[config.mk]
export PLATFORM = sky130hd
export DESIGN_NAME = spi_ram_ctrl_flat
export DESIGN_NICKNAME = d
export VERILOG_FILES = /design/src/rtl/spi_ram_if.sv /design/src/rtl/spi_ram_ctrl.sv /design/src/flat_wrapper.sv
export SDC_FILE = /design/constraint.sdc
export NUM_CORES = 2
export LEC_CHECK = 0
export BUFFER_PORTS_ARGS = -buffer_cell sky130_fd_sc_hd__buf_2
export CORE_MARGIN = 1
export CORE_UTILIZATION = 50
export CTS_CLUSTER_SIZE = 30
export DETAILED_ROUTE_END_ITERATION = 10
export PLACE_DENSITY = 0.65
export SKIP_LAST_GASP = 1
export SYNTH_ARGS = -nofsm -noshare
export SYNTH_HDL_FRONTEND = slang
export SYNTH_SLANG_ARGS = --single-unit
[constraint.sdc]
create_clock -name clk -period 7.05 [get_ports clk]
set_input_delay 1.0575 -clock clk [delete_from_list [all_inputs] [get_ports clk]]
set_output_delay 1.0575 -clock clk [all_outputs]
set_load 0.05 [all_outputs]
[src/rtl/spi_ram_if.sv]
// Frame/read-back bus between the SPI slave (master modport) and spi_ram_ctrl (slave modport).
interface spi_ram_if #(
  parameter int ADDR_SIZE = 8
);
  logic [ADDR_SIZE+1:0] rx_data;
  logic                 rx_valid;
  logic [ADDR_SIZE-1:0] tx_data;
  logic                 tx_valid;

  modport master (
    output rx_data,
    output rx_valid,
    input  tx_data,
    input  tx_valid
  );

  modport slave (
    input  rx_data,
    input  rx_valid,
    output tx_data,
    output tx_valid
  );
endinterface

[src/rtl/spi_ram_ctrl.sv]
// Command-decoding single-port RAM fed by SPI frames; read data returns as a one-cycle tx strobe.
// Optional macro SPI_RAM_AUTOINC_EN: post-increment wr_addr after each write and rd_addr after each read.
module spi_ram_ctrl #(
  parameter int MEM_DEPTH = 256
) (
  input  logic     clk,
  input  logic     rst,
  spi_ram_if.slave bus
);
  localparam int ADDR_SIZE = $clog2(MEM_DEPTH);

  if ((MEM_DEPTH < 4) || ((MEM_DEPTH & (MEM_DEPTH - 1)) != 0)) begin : g_bad_depth
    $error("spi_ram_ctrl: MEM_DEPTH must be a power of two and at least 4");
  end

  typedef enum logic [1:0] {
    CMD_WR_ADDR = 2'b00,
    CMD_WR_DATA = 2'b01,
    CMD_RD_ADDR = 2'b10,
    CMD_RD_DATA = 2'b11
  } cmd_e;

  cmd_e                 cmd;
  logic [ADDR_SIZE-1:0] payload;

  assign cmd     = cmd_e'(bus.rx_data[ADDR_SIZE+1:ADDR_SIZE]);
  assign payload = bus.rx_data[ADDR_SIZE-1:0];

  logic [ADDR_SIZE-1:0] mem [MEM_DEPTH];

  logic [ADDR_SIZE-1:0] wr_addr_q, wr_addr_d;
  logic [ADDR_SIZE-1:0] rd_addr_q, rd_addr_d;
  logic [ADDR_SIZE-1:0] tx_data_q, tx_data_d;
  logic                 tx_valid_q, tx_valid_d;
  logic                 mem_we;

  // NOTE: combinational logic uses blocking '=' with every output defaulted first, so no latch is inferred.
  always_comb begin
    wr_addr_d  = wr_addr_q;
    rd_addr_d  = rd_addr_q;
    tx_data_d  = tx_data_q;
    tx_valid_d = 1'b0;
    mem_we     = 1'b0;

    if (bus.rx_valid) begin
      case (cmd)
        CMD_WR_ADDR: wr_addr_d = payload;
        CMD_WR_DATA: begin
          mem_we = 1'b1;
`ifdef SPI_RAM_AUTOINC_EN
          wr_addr_d = wr_addr_q + ADDR_SIZE'(1);
`endif
        end
        CMD_RD_ADDR: rd_addr_d = payload;
        CMD_RD_DATA: begin
          // A write on the previous edge is already in mem, so no bypass is needed here.
          tx_data_d  = mem[rd_addr_q];
          tx_valid_d = 1'b1;
`ifdef SPI_RAM_AUTOINC_EN
          rd_addr_d = rd_addr_q + ADDR_SIZE'(1);
`endif
        end
        default: ;
      endcase
    end
  end

  // NOTE: sequential state uses non-blocking '<=' so all flops update together at the edge.
  always_ff @(posedge clk) begin
    if (rst) begin
      wr_addr_q  <= '0;
      rd_addr_q  <= '0;
      tx_data_q  <= '0;
      tx_valid_q <= 1'b0;
    end else begin
      wr_addr_q  <= wr_addr_d;
      rd_addr_q  <= rd_addr_d;
      tx_data_q  <= tx_data_d;
      tx_valid_q <= tx_valid_d;
    end
  end

  // NOTE: the memory array has no reset, so it maps onto plain RAM and keeps its contents across rst.
  always_ff @(posedge clk) begin
    if (!rst && mem_we) begin
      mem[wr_addr_q] <= payload;
    end
  end

  assign bus.tx_data  = tx_data_q;
  assign bus.tx_valid = tx_valid_q;
endmodule

[src/flat_wrapper.sv]
// flat-port wrapper written by rule: the top's interface ports become plain ports
module spi_ram_ctrl_flat 
#(
  parameter int MEM_DEPTH = 256
)
  (clk, rst, bus_rx_data, bus_rx_valid, bus_tx_data, bus_tx_valid);
  spi_ram_if #(.ADDR_SIZE((8))) bus_i ();
  input  logic clk;
  input  logic rst;
  input wire logic [$bits(bus_i.rx_data)-1:0] bus_rx_data;
  input wire logic [$bits(bus_i.rx_valid)-1:0] bus_rx_valid;
  output wire logic [$bits(bus_i.tx_data)-1:0] bus_tx_data;
  output wire logic [$bits(bus_i.tx_valid)-1:0] bus_tx_valid;
  assign bus_i.rx_data = bus_rx_data;
  assign bus_i.rx_valid = bus_rx_valid;
  assign bus_tx_data = bus_i.tx_data;
  assign bus_tx_valid = bus_i.tx_valid;
  spi_ram_ctrl #(.MEM_DEPTH(MEM_DEPTH)) u_core (.clk(clk), .rst(rst), .bus(bus_i));
endmodule
==> results.md <==
- The number of filler instances in the final layout is 11.7k.
- The critical path endpoint is u_core.bus.tx_data[0]$_SDFFE_PP0P_.
- The number of global-route vias before repair is 39.6k.
- The routability-driven placement congestion ratio is 0.878.
- The critical path launch point is u_core.rd_addr_q[2]$_SDFFE_PP0P_.
- The H-tree depth reported by CTS is 4.
- The sequential-to-total area share from yosys stat is 77.0%.
- The number of buffers between clock root and the deepest sink is 3.
- The die covers 163000 sq um.
- In this run, post-CTS hold repair placed 0 buffers.
- The DRC violation count after routing is 0.
- After layout, the worst path uses 61.8% of the clock period.
- For this design, the sink count on the clock tree is 2073.
- The type of the most critical hold path is reg -> reg.
- Setup repair after global routing left no endpoint under its margin.
- The effective utilization at floorplan is 50.6%.
- The normalized max-slew margin is 16.9%.
- The actual slew at the worst max-slew pin is 1.22 ns.
- The total negative setup slack is 0 ns.
- The worst path needs 4.36 ns of the cycle, external delays included.
- Post-CTS repair changed the size of 0 cells.
- The share of post-route cells with drive strength above 1 is 19.1%.
- The die height is 403 microns.
- Clock-pin slew was measured on the worst setup and hold paths at 0.06 ns.
- The signal on the critical path passes through inv_2, nor2_4, buf_4, a22oi_1, nand2_1, nand4_1, nor4_1, a211o_1.
- Detailed placement finished with a half-perimeter wire length of 127000 microns.
- The maximum fanout along the worst path is 20.
- The number of buffers and inverters on the critical path is 2.
- The routed length per placed instance is 32.9 microns.
- The critical path depth is 8.
- Setup slack on the critical path of the routed design comes to 2.69 ns.
- The flow ran to the end, and the final reports show no timing, DRC or antenna violations.
- The number of enable flip-flop cells after synthesis is 2048.
- In the final layout, the multi-input gates occupy 17100 sq um.
- In this run the mean area of a mapped cell was 20.4 sq um.
- After synthesis the netlist holds a flip-flop and latch count of 2073.
- At the end of the flow, the number of nets in the layout was 4028.
- Yosys mapped the design onto 54 distinct sky130hd cell types.
- The async set-reset flop share out of synthesis is 0%.
- By startpoint and endpoint, the worst setup path is classified as reg -> reg.
- Compared with the post-synthesis result, the final layout area differs by 10.5%.
- In this run the static leakage power is 26.3 nW.
- In this run, CTS created clock tree buffers numbering 201.
- The slowest stage cell on the critical path is nor4_1.
- Hold timing on the final database bottoms out at a slack of 0.610 ns.
- The die is 403 microns wide.
- The first global-routing pass estimated 296000 microns of wire.
- The post-synthesis net count is 3961.
- In this run, the number of DRC markers left after iteration 0 of detailed routing was 5552.
- The logic depth of the worst register-to-register path is 8.
- The buffer count from post-CTS setup fixing is 0.
- STA classifies the critical path startpoint as a register.
- Global routing finished with a remaining overflow of 0.
- Data arrives at the worst endpoint at 5.15 ns.
- The synthesized cell area is 80500 sq um.
- Based on the critical path, the design can be clocked at up to 229 MHz.
- The core occupancy in the finished layout is 55.9%.
- The family with the most delay on the worst path is simple AND/OR/NAND/NOR gates.
- The worst register-to-register path begins at u_core.rd_addr_q[2]$_SDFFE_PP0P_.
- The flop-to-flop setup slack is 2.69 ns.
- STA classifies the critical path endpoint as a register.
- The data required time at the worst endpoint is 7.84 ns.
- Dividing the detail-routed via count by the number of cells gives 6.42.
- The detailed router placed 40.6k vias in this run.
- The synthesis warning total is 0.
- The core outline area is 159000 sq um.
- The detail route stage leaves a number of antenna-violating nets equal to 0.
- The number of instances in the synthesized netlist is 3948.
- The count of final setup violators is 0.
- Leaving out fill and tap cells, the most frequent cell in the layout is edfxtp_1.
- TritonCTS built the clock tree.
- The maximum single-stage delay on the critical path is 1.03 ns.
- The I/O pin total is 22.
- The tool flagged a number of max-cap violations equal to 0.
- The critical register-to-register path endpoint is u_core.bus.tx_data[0]$_SDFFE_PP0P_.
- The setup skew after layout is 0.0373 ns.
- The pin count of the biggest net entering global routing is 186.
- Before antenna repair, the detailed router went through 8 iterations.
- The number of standard-cell rows in the floorplan is 146.
- During placement, the flow inserted port buffers numbering 21.
- The total wire length after detailed routing is 208000 microns.
- The pre-CTS setup slack is 2.84 ns.
- The area taken by flip-flops and latches is 62000 sq um.
- The number of pins exceeding their max-slew limit in the final report is 0.
- The source-to-sink clock delay at the later pin of the worst-skew pair is 0.85 ns.
- The maximum vdd drop is 0.272 mV.
- The total power density per cell area is 276 nW/um^2.
- Clock tree synthesis selected as its root buffer the cell clkbuf_16.
- Global routing used 25.7% of the available tracks across all layers.
- The final hold violation count is 0.
- The initial antenna violation count is 2.
- The library cells used most frequently in the layout, excluding fill and tap cells, are edfxtp_1 (2048), mux4_2 (398), nor2_1 (296), mux2i_1 (276), clkbuf_16 (204).
- For this run, the leading register cell type out of synthesis is edfxtp_1.
==> worst reg2reg max path, delay by kind of cell (launching register included) <==
kind / cells / cell delay [ns]
buffers and inverters: 2 / 0.99
and+or+nand+nor: 4 / 2.22
AOI/OAI and AO/OA: 2 / 0.40
DFF: 1 / 0.69
==> flip-flops by register name (all words and copies together), names as in the netlist <==
| name | count |
|---|---|
| u_core.mem | 2048 |
| u_core.bus.tx_valid | 1 |
| u_core.wr_addr_q | 8 |
| u_core.rd_addr_q | 8 |
| u_core.bus.tx_data | 8 |
==> layer usage <==
| layer | vias up | track usage [%] | wire length [microns] |
|---|---|---|---|
| met5 | - | 0 | 21 |
| met4 | 4 | 7.72 | 6140 |
| met3 | 333 | 5.11 | 19200 |
| met2 | 2274 | 39.9 | 98300 |
| met1 | 21500 | 37.2 | 84400 |
| li1 | 16600 | - | - |
==> logic make-up (layout without fill, tap and decap cells) <==
family / count (synthesis) / after routing / synth area share [%]
flops: 2073 / 2073 / 77.0
mux: 674 / 674 / 14.6
simple gates: 559 / 559 / 3.01
compound gates: 390 / 390 / 3.50
buf+inv: 252 / 483 / 1.94
other cells: 0 / 4 / 0
==> per-stage QoR <==
| step | instance area, sq um | power, mW | std cells |
|---|---|---|---|
| detailed placement | 82800 | 14.6 | 5958 |
| finish | 89000 | 24.6 | 6329 |
| floorplan | 80500 | 14.2 | 3948 |
| global route | 89000 | 25.2 | 6325 |
| CTS | 89000 | 24.7 | 6325 |
| global placement | 82800 | 14.6 | 5958 |
==> layout make-up <==
cell class	instances	area share [%]
Tap cell	2146	3.02
Clock inverter	121	1.02
Inverter	6	0.0281
Timing Repair Buffer	110	1.16
Clock buffer	246	5.91
Sequential cell	2073	69.7
Multi-Input combinational cell	1623	19.2
Antenna cell	4	0.0112
==> worst min path at each step <==
| stage | endpoint | start | slack (ns) | cells past startpoint |
|---|---|---|---|---|
| CTS | u_core.rd_addr_q[7]$_SDFFE_PP0P_ | u_core.rd_addr_q[7]$_SDFFE_PP0P_ | 0.59 | 2 |
| detailed placement | u_core.rd_addr_q[7]$_SDFFE_PP0P_ | u_core.rd_addr_q[7]$_SDFFE_PP0P_ | 0.58 | 2 |
| global route | u_core.bus.tx_data[6]$_SDFFE_PP0P_ | u_core.bus.tx_data[6]$_SDFFE_PP0P_ | 0.62 | 2 |
| floorplan | u_core.rd_addr_q[7]$_SDFFE_PP0P_ | u_core.rd_addr_q[7]$_SDFFE_PP0P_ | 0.50 | 2 |
| global placement | u_core.rd_addr_q[7]$_SDFFE_PP0P_ | u_core.rd_addr_q[7]$_SDFFE_PP0P_ | 0.56 | 2 |
| finish | u_core.bus.tx_data[6]$_SDFFE_PP0P_ | u_core.bus.tx_data[6]$_SDFFE_PP0P_ | 0.61 | 2 |
==> power by group <==
part | switching [mW] | internal (mW) | leakage, nW
Combinational | 0.579 | 0.236 | 4.69
Sequential | 0.0256 | 13.5 | 18.6
Clock | 4.57 | 5.63 | 3.02
Total | 5.17 | 19.4 | 26.3
==> Yosys cell counts, types with 6 or more instances <==
| master | n | area (sq um) |
|---|---|---|
| a22oi_1 | 67 | 503 |
| o22ai_1 | 82 | 513 |
| buf_6 | 36 | 405 |
| a31oi_1 | 11 | 68.8 |
| buf_8 | 12 | 180 |
| mux4_2 | 398 | 8960 |
| nor2b_1 | 15 | 93.8 |
| edfxtp_1 | 2048 | 61500 |
| buf_4 | 23 | 173 |
| nor2_1 | 299 | 1120 |
| clkbuf_1 | 114 | 428 |
| a221o_1 | 6 | 60.1 |
| nand2_1 | 93 | 349 |
| buf_2 | 46 | 230 |
| nand4_1 | 17 | 106 |
| nor4_1 | 14 | 87.6 |
| o211ai_1 | 9 | 67.6 |
| dfxtp_1 | 25 | 500 |
| nor3_1 | 32 | 160 |
| a22o_1 | 11 | 96.3 |
| o221ai_1 | 58 | 508 |
| mux2i_1 | 276 | 2760 |
| a21oi_1 | 36 | 180 |
| a211oi_1 | 27 | 203 |
| and2_1 | 11 | 68.8 |
| o21ai_0 | 31 | 155 |
| a2111oi_0 | 28 | 245 |
| nand3_1 | 58 | 290 |
| buf_1 | 11 | 41.3 |
(Power assumes the default switching activity.)
